<file path="config.mk">
export PLATFORM = sky130hd
export DESIGN_NAME = keyencoder_radix
export DESIGN_NICKNAME = d
export VERILOG_FILES = /design/src/rtl/keyencoder_radix.sv
export SDC_FILE = /design/constraint.sdc
export NUM_CORES = 1
export LEC_CHECK = 0
export CAP_MARGIN = 25
export CELL_PAD_IN_SITES_DETAIL_PLACEMENT = 0
export CELL_PAD_IN_SITES_GLOBAL_PLACEMENT = 2
export CORE_MARGIN = 10
export CORE_UTILIZATION = 36
export DETAILED_ROUTE_END_ITERATION = 10
export GPL_ROUTABILITY_DRIVEN = 0
export GPL_TIMING_DRIVEN = 0
export PLACE_DENSITY_LB_ADDON = 0.1
export SYNTH_ARGS = -nofsm -noshare
export SYNTH_HDL_FRONTEND = slang
export SYNTH_SLANG_ARGS = --single-unit
</file>
<file path="constraint.sdc">
create_clock -name clk -period 5.9 [get_ports clk]
set_clock_uncertainty 0.2 [all_clocks]
set_input_delay 1.18 -clock clk [delete_from_list [all_inputs] [get_ports clk]]
set_output_delay 1.18 -clock clk [all_outputs]
set_load 0.03 [all_outputs]
</file>
<file path="src/rtl/keyencoder_radix.sv">
// Radix-N keypad entry: synchronised press detection, digit shift register and valid/ready code hand-off.
// Press to output update takes SYNC_STAGES+1 edges; a presented code is held until code_ready.
module keyencoder_radix #(
    parameter int DIGITS      = 9,
    parameter int RADIX_BITS  = 1,
    parameter int SYNC_STAGES = 2,
    localparam int NK   = 2**RADIX_BITS,
    localparam int CW   = DIGITS*RADIX_BITS,
    localparam int CNTW = $clog2(DIGITS+1)
) (
    input  logic            clk,
    input  logic            rst,
    input  logic [NK-1:0]   keypad,
    input  logic            bksp,
    input  logic            enter_key,
    input  logic            arm,
    input  logic            code_ready,
    output logic [CW-1:0]   keycode,
    output logic [CNTW-1:0] digit_count,
    output logic            code_valid,
    output logic            store_dig,
    output logic            key_err
);

    localparam int NL = NK + 2;
    localparam logic [CNTW-1:0] CNT_ONE = CNTW'(1);
    localparam logic [CNTW-1:0] CNT_MAX = CNTW'(DIGITS);
    localparam logic [NL-1:0]   LINE_ONE = NL'(1);

    typedef enum logic [1:0] {IDLE, COLLECT, HOLD} state_t;

    state_t          state;
    logic [NL-1:0]   raw_lines;
    logic [NL-1:0]   sync_q [SYNC_STAGES];
    logic [NL-1:0]   prev_q;
    logic [NL-1:0]   lines;
    logic            strobe;
    logic            one_hot;
    logic            is_dig;
    logic            is_bksp;
    logic [RADIX_BITS-1:0] dig_val;
    logic [CW-1:0]   shifted;

    assign raw_lines = {enter_key, bksp, keypad};

    always_ff @(posedge clk) begin
        if (rst) begin
            for (int i = 0; i < SYNC_STAGES; i++) begin
                sync_q[i] <= '0;
            end
            prev_q <= '0;
        end else begin
            sync_q[0] <= raw_lines;
            for (int i = 1; i < SYNC_STAGES; i++) begin
                sync_q[i] <= sync_q[i-1];
            end
            prev_q <= sync_q[SYNC_STAGES-1];
        end
    end

    assign lines   = sync_q[SYNC_STAGES-1];
    // All lines must have been released before the next press counts.
    assign strobe  = (|lines) && !(|prev_q);
    assign one_hot = (|lines) && ((lines & (lines - LINE_ONE)) == '0);
    assign is_dig  = |lines[NK-1:0];
    assign is_bksp = lines[NK];

    always_comb begin
        dig_val = '0;
        for (int i = 0; i < NK; i++) begin
            if (lines[i]) begin
                dig_val = RADIX_BITS'(i);
            end
        end
    end

    // Shift-and-insert also covers the single-digit case, where the new digit replaces the code.
    assign shifted = (keycode << RADIX_BITS) | CW'(dig_val);

    always_ff @(posedge clk) begin
        if (rst) begin
            state       <= IDLE;
            keycode     <= '0;
            digit_count <= '0;
            code_valid  <= 1'b0;
            store_dig   <= 1'b0;
            key_err     <= 1'b0;
        end else begin
            store_dig <= 1'b0;
            key_err   <= 1'b0;
            case (state)
                IDLE: begin
                    keycode     <= '0;
                    digit_count <= '0;
                    if (arm) begin
                        state <= COLLECT;
                    end
                end
                COLLECT: begin
                    if (!arm) begin
                        state       <= IDLE;
                        keycode     <= '0;
                        digit_count <= '0;
                    end else if (strobe) begin
                        if (!one_hot) begin
                            key_err <= 1'b1;
                        end else if (is_dig) begin
                            if (digit_count < CNT_MAX) begin
                                keycode     <= shifted;
                                digit_count <= digit_count + CNT_ONE;
                                store_dig   <= 1'b1;
                            end else begin
                                key_err <= 1'b1;
                            end
                        end else if (is_bksp) begin
                            if (digit_count != '0) begin
                                keycode     <= keycode >> RADIX_BITS;
                                digit_count <= digit_count - CNT_ONE;
                            end else begin
                                key_err <= 1'b1;
                            end
                        end else begin
                            if (digit_count != '0) begin
                                state      <= HOLD;
                                code_valid <= 1'b1;
                            end else begin
                                key_err <= 1'b1;
                            end
                        end
                    end
                end
                HOLD: begin
                    // arm is only consulted once the consumer has taken the code.
                    if (code_ready) begin
                        code_valid  <= 1'b0;
                        keycode     <= '0;
                        digit_count <= '0;
                        state       <= arm ? COLLECT : IDLE;
                    end
                end
                default: begin
                    state <= IDLE;
                end
            endcase
        end
    end

endmodule

</file>
==> results.py, run 1 <==
metrics = {
    "status": {
        "outcome": "complete, no violations",
    },
    "route": {
        "detail-route-antenna-nets": 0,
        "drtIter0Drc": 54,
        "via_per_inst": 5.29,
        "num_vias": 1121,
        "totalWireLength_mm": 3.26,
        "firstDrtPassIters": 3,
        "drc_errors": 0,
        "wire_per_inst_um": 15.4,
    },
    "finish": {
        "multiInputGateArea_um2": 746,
        "synthToLayoutAreaGrowth_pct": 26.2,
        "fin_area_mm2": 0.00181,
        "diodes": 0,
        "fill_cells": 371,
        "regArea_um2": 601,
        "fin_nets": 174,
        "drive_above_1_share_pct": 16.5,
        "final_common_cell": "dfxtp_1",
        "final_cell_mix": "30 x dfxtp_1, 22 x clkdlybuf4s50_1, 14 x nand3_1",
    },
    "clock_tree": {
        "ctsResizeCount": 0,
        "cts_sinks": 30,
        "clk_path_buf_depth": 2,
        "holdBufCountCts": 0,
        "clockRootBuffer": "clkbuf_8",
        "cts_buffers": 5,
        "cts_setup_buffers": 0,
        "htreeDepth": 2,
        "insertion_delay_ps": 280,
        "clk_pin_slew_ps": 60,
        "cts_tree": "built",
    },
    "worst_setup_path": {
        "endpoint": "keycode[1]$_SDFFE_PP0P_",
        "path_cells": "clkdlybuf4s50_1, nor2b_1, o21ai_0, clkbuf_1, nand3_1, o32ai_2",
        "critical-path-max-stage-delay_ps": 430,
        "cp.required_ps": 5890,
        "crit_fanout": 10,
        "cp.arrival_ps": 2940,
        "start_kind": "primary input",
        "r2r_slack_ps": 3730,
        "reg2reg_from": "sync_q[0][4]$_SDFF_PP0_",
        "end_kind": "flop",
        "regToRegEndpoint": "digit_count[3]$_SDFFE_PP0P_",
        "startpoint": "code_ready",
        "worst_r2r_path_depth": 9,
        "crit_slowest_cell": "clkdlybuf4s50_1",
        "crit_type": "primary input to flop",
    },
    "sta": {
        "timing.fmax_mhz": 340,
        "fin_crit_sh_pct": 49.9,
        "setup_ws_ps": 2960,
        "rsz0062_at_grt": "no",
        "setup_violations": 0,
        "finalHoldViolCount": 0,
        "worst_pin_slew_ps": 647,
        "maxSlewViolCount": 0,
        "tns_ps": 0,
        "max-slew-margin-rel_pct": 56.5,
        "period_needed_ps": 2940,
    },
    "global_routing": {
        "track_usage_pct": 9.82,
        "grt_max_degree": 11,
        "overflow": 0,
        "antenna_found_initial": 0,
        "grt_pass1_vias": 1188,
        "grt_pass1_wl_mm": 5.73,
    },
    "job": {
        "max_cap_viol_count": 0,
    },
    "synth": {
        "yosysSeqAreaShare_pct": 41.9,
        "synth_xor_area_share_pct": 2.45,
        "synth_top_area_share_pct": 41.9,
        "synthSimpleGateAreaFrac_pct": 19.7,
        "yosys.area_share.adder_pct": 3.84,
        "ys_warn_count": 0,
        "synth_top_area_cell": "dfxtp_1",
        "synth_cells": 134,
        "syn-num-nets": 145,
        "ys.flop_type": "dfxtp_1",
        "synthArstFlopShare_pct": 0,
        "synth_edf_count": 0,
        "ys_ff_latch": 30,
        "yosysUniqueCellTypes": 45,
        "synth_compound_area_share_pct": 20.4,
        "synth_top_family_by_area": "compound AO/OA/AOI/OAI gates",
        "synth.area.top_cells": "dfxtp_1 42%, o32ai_2 11%, mux2i_1 5.6%",
        "synth_mux_area_share_pct": 5.59,
        "syn_area_per_cell_um2": 10.7,
        "synth_area_mm2": 0.00143,
    },
    "floorplan": {
        "die_h_um": 83.1,
        "ios": 24,
        "dieWidth_um": 83.1,
        "start_util_pct": 38.3,
        "num_rows": 22,
        "die_area_mm2": 0.00690,
        "core_mm2": 0.00374,
    },
    "placed_design": {
        "place_area_mm2": 0.00171,
        "pre_cts_slack_ps": 2690,
        "portBuffers": 22,
        "dp_hpwl_mm": 2.42,
    },
    "power": {
        "irDropWorstVdd_mv": 0.120,
        "power.density_mw_per_mm2": 231,
        "p_leak_uw": 0.000642,
    },
    "min_path": {
        "timing.hold.worst.class": "flop to flop",
    },
}
through the flow:
stage | instances | util [%] | hold WS (ps) | total power (uW)
final | 212 | 48.3 | 237 | 417
after global routing | 212 | 48.3 | 260 | 438
after CTS | 212 | 48.3 | 244 | 423
after detailed placement | 204 | 45.8 | 229 | 252
after global placement | 204 | 45.8 | 219 | 252
after floorplan | 134 | - | 214 | 240
final cells by class:
cell class / count / share of cell area (%)
multi-input cells: 87 / 41.2
flip-flops and latches: 30 / 33.2
repair buffers: 22 / 12.2
clock buffers: 6 / 4.57
well taps: 48 / 3.32
plain buffers: 9 / 2.98
inverters: 8 / 1.80
clock inverters: 2 / 0.692
routing by layer:
layer  up-vias  routed length, um  track usage (%)
met3         5                185             4.20
met5         -                  0                0
li1        553                  -                -
met4         0                 46             3.69
met1       541               1530             11.9
met2        22               1500             14.9
synthesized netlist by cell type (all sizes together), types with 2 or more instances:
library cell and count:
dfxtp 30, nand3 14, nor2b 11, o32ai 11
inv 8, mux2i 8, buf 5, a21oi 4
clkbuf 4, nor2 3, o22ai 3, xnor2 3
ha 2, nand2 2, nand4b 2, nor4 2
nor4b 2
worst max-delay path: cells and delay by family:
family | cells | cell delay, ps
AOI/OAI and AO/OA | 2 | 570
and+or+nand+nor | 2 | 320
buffers and inverters | 2 | 860
flip-flops by register name (all words and copies together), names as in the netlist:
signal,cells
sync_q,8
key_err,1
prev_q,4
code_valid,1
digit_count,4
state,2
store_dig,1
keycode,9
kinds of logic (layout without fill, tap and decap cells):
family,after synthesis,after routing
flops,30,30
xor+xnor,4,4
mux,8,8
fa+ha+maj,4,4
buf+inv,17,47
compound gates,27,27
simple gates,44,44
worst min-delay path by stage:
stage / depth (start not counted) / to / from
6_report: 1 / sync_q[0][4]$_SDFF_PP0_ / sync_q[0][0]$_SDFF_PP0_
5_1_grt: 1 / sync_q[0][7]$_SDFF_PP0_ / sync_q[0][3]$_SDFF_PP0_
4_1_cts: 1 / sync_q[0][4]$_SDFF_PP0_ / sync_q[0][0]$_SDFF_PP0_
3_5_place_dp: 1 / sync_q[0][4]$_SDFF_PP0_ / sync_q[0][0]$_SDFF_PP0_
3_3_place_gp: 1 / sync_q[0][5]$_SDFF_PP0_ / sync_q[0][1]$_SDFF_PP0_
2_1_floorplan: 1 / sync_q[0][4]$_SDFF_PP0_ / sync_q[0][0]$_SDFF_PP0_
report_power, final:
part	switching [uW]	internal [uW]	total, uW
logic	22.0	16.3	38.3
clock network	76.1	93.5	170
registers	2.46	206	209
total	101	316	417
Power figures use the tool's default switching activity.
==> run 2, diff against run 1 <==
--- a/config.mk
+++ b/config.mk
@@ -9,7 +9,7 @@
 export CELL_PAD_IN_SITES_DETAIL_PLACEMENT = 0
 export CELL_PAD_IN_SITES_GLOBAL_PLACEMENT = 2
 export CORE_MARGIN = 10
-export CORE_UTILIZATION = 36
+export CORE_UTILIZATION = 33
 export DETAILED_ROUTE_END_ITERATION = 10
 export GPL_ROUTABILITY_DRIVEN = 0
 export GPL_TIMING_DRIVEN = 0
==> constraint.sdc (replaced) <==
create_clock -name clk -period 2.8 [get_ports clk]
set_clock_uncertainty 0.2 [all_clocks]
set_input_delay 0.56 -clock clk [delete_from_list [all_inputs] [get_ports clk]]
set_output_delay 0.56 -clock clk [all_outputs]
set_load 0.03 [all_outputs]
==> results.py, run 2 (synthesized netlist as in run 1, its figures left out) <==
metrics = {
    "clock_tree": {
        "clk_pin_slew_ps": 60,
        "htreeDepth": 2,
        "cts_sinks": 30,
        "ctsResizeCount": 0,
        "cts_buffers": 5,
        "cts_setup_buffers": 0,
        "insertion_delay_ps": 280,
        "clk_path_buf_depth": 2,
        "holdBufCountCts": 0,
        "clockRootBuffer": "clkbuf_8",
        "cts_tree": "built",
    },
    "finish": {
        "drive_above_1_share_pct": 15.4,
        "diodes": 0,
        "fill_cells": 398,
        "largest_reg_flops": 9,
        "fin_nets": 174,
        "largestRegisters": "keycode (9), sync_q (8)",
        "largest-register": "keycode",
        "final_common_cell": "dfxtp_1",
        "synthToLayoutAreaGrowth_pct": 25.5,
        "final_cell_mix": "30 x dfxtp_1, 22 x clkdlybuf4s50_1, 14 x nand3_1",
    },
    "min_path": {
        "hold_end": "sync_q[0][4]$_SDFF_PP0_",
        "timing.hold.worst.class": "flop to flop",
        "hold_depth": 1,
        "hold_start": "sync_q[0][0]$_SDFF_PP0_",
    },
    "worst_setup_path": {
        "startpoint": "code_ready",
        "cp.required_ps": 2790,
        "worst_r2r_path_depth": 9,
        "cp.arrival_ps": 2290,
        "start_kind": "primary input",
        "crit_slowest_cell": "clkdlybuf4s50_1",
        "critical-path-max-stage-delay_ps": 430,
        "end_kind": "flop",
        "regToRegEndpoint": "digit_count[3]$_SDFFE_PP0P_",
        "crit_type": "primary input to flop",
        "crit_fanout": 10,
        "reg2reg_from": "sync_q[0][4]$_SDFF_PP0_",
        "r2r_slack_ps": 610,
        "path_cells": "clkdlybuf4s50_1, nor2b_1, o21ai_0, clkbuf_1, nand3_1, o32ai_2",
    },
    "floorplan": {
        "num_rows": 23,
        "dieWidth_um": 85.9,
        "die_h_um": 85.9,
        "ios": 24,
        "start_util_pct": 35.1,
        "die_area_mm2": 0.00738,
        "core_mm2": 0.00409,
    },
    "job": {
        "max_cap_viol_count": 0,
    },
    "sta": {
        "worst_hold_slack_ps": 235,
        "max-slew-margin-rel_pct": 57.8,
        "period_needed_ps": 2300,
        "finalHoldViolCount": 0,
        "setup_violations": 0,
        "worst_pin_slew_ps": 633,
        "tns_ps": 0,
        "rsz0062_at_grt": "no",
        "timing.fmax_mhz": 434,
        "fin_crit_sh_pct": 82.2,
        "maxSlewViolCount": 0,
    },
    "global_routing": {
        "grt_pass1_wl_mm": 5.73,
        "antenna_found_initial": 0,
        "overflow": 0,
        "track_usage_pct": 9.76,
        "grt_pass1_vias": 1142,
        "grt_max_degree": 11,
    },
    "power": {
        "power.density_mw_per_mm2": 480,
        "irDropWorstVdd_mv": 0.237,
        "p_leak_uw": 0.000638,
    },
    "route": {
        "num_vias": 1121,
        "wire_per_inst_um": 16.2,
        "drc_errors": 0,
        "firstDrtPassIters": 4,
        "via_per_inst": 5.29,
        "totalWireLength_mm": 3.44,
        "drtIter0Drc": 57,
        "detail-route-antenna-nets": 0,
    },
    "placed_design": {
        "dp_hpwl_mm": 2.46,
        "portBuffers": 22,
    },
    "status": {
        "outcome": "complete, no violations",
    },
}
run 2: critical path, delay by kind of cell:
kind / cells / cell delay [ps]
AOI/OAI and AO/OA: 2 / 520
buffers and inverters: 2 / 860
and+or+nand+nor: 2 / 340
run 2: worst max path at each step:
stage | depth (start not counted) | slack (ps) | end
floorplan | 9 | 780 | digit_count[3]$_SDFFE_PP0P_
global placement | 6 | 260 | keycode[3]$_SDFFE_PP0P_
detailed placement | 6 | 230 | keycode[4]$_SDFFE_PP0P_
CTS | 6 | 490 | keycode[4]$_SDFFE_PP0P_
global route | 6 | 300 | keycode[4]$_SDFFE_PP0P_
finish | 6 | 500 | keycode[4]$_SDFFE_PP0P_
run 2: final cells by class:
type / instances / area, um^2 / share of cell area (%)
inverter: 8 / 32.5 / 1.81
clock buffer: 6 / 82.6 / 4.59
tap: 50 / 62.6 / 3.48
sequential: 30 / 601 / 33.4
multi-input combinational: 87 / 746 / 41.5
buffer: 9 / 53.8 / 2.99
timing repair buffer: 22 / 220 / 12.2
run 2: report_power, final:
part / switching, uW / total (uW) / leakage [uW] / internal, uW
clock network: 153 / 343 / 0.0000431 / 189
logic: 46.9 / 81.1 / 0.000351 / 34.2
registers: 5.11 / 440 / 0.000244 / 435
run 2: metrics by stage:
step / cell area, um^2 / utilization, % / setup slack (ps) / power, uW / cells
after floorplan: 1430 / - / 778 / 506 / 134
after global placement: 1720 / 42.0 / 263 / 531 / 206
after detailed placement: 1720 / 42.0 / 232 / 532 / 206
after CTS: 1800 / 44.0 / 494 / 876 / 212
after global routing: 1800 / 44.0 / 297 / 904 / 212
final: 1800 / 44.0 / 498 / 864 / 212
run 2: per-layer routing:
layer | wire, um | global-route usage (%) | up-vias
li1 | - | - | 554
met1 | 1520 | 11.5 | 526
met2 | 1600 | 14.9 | 36
met3 | 261 | 4.16 | 5
met4 | 53 | 4.49 | 0
met5 | 0 | 0 | -
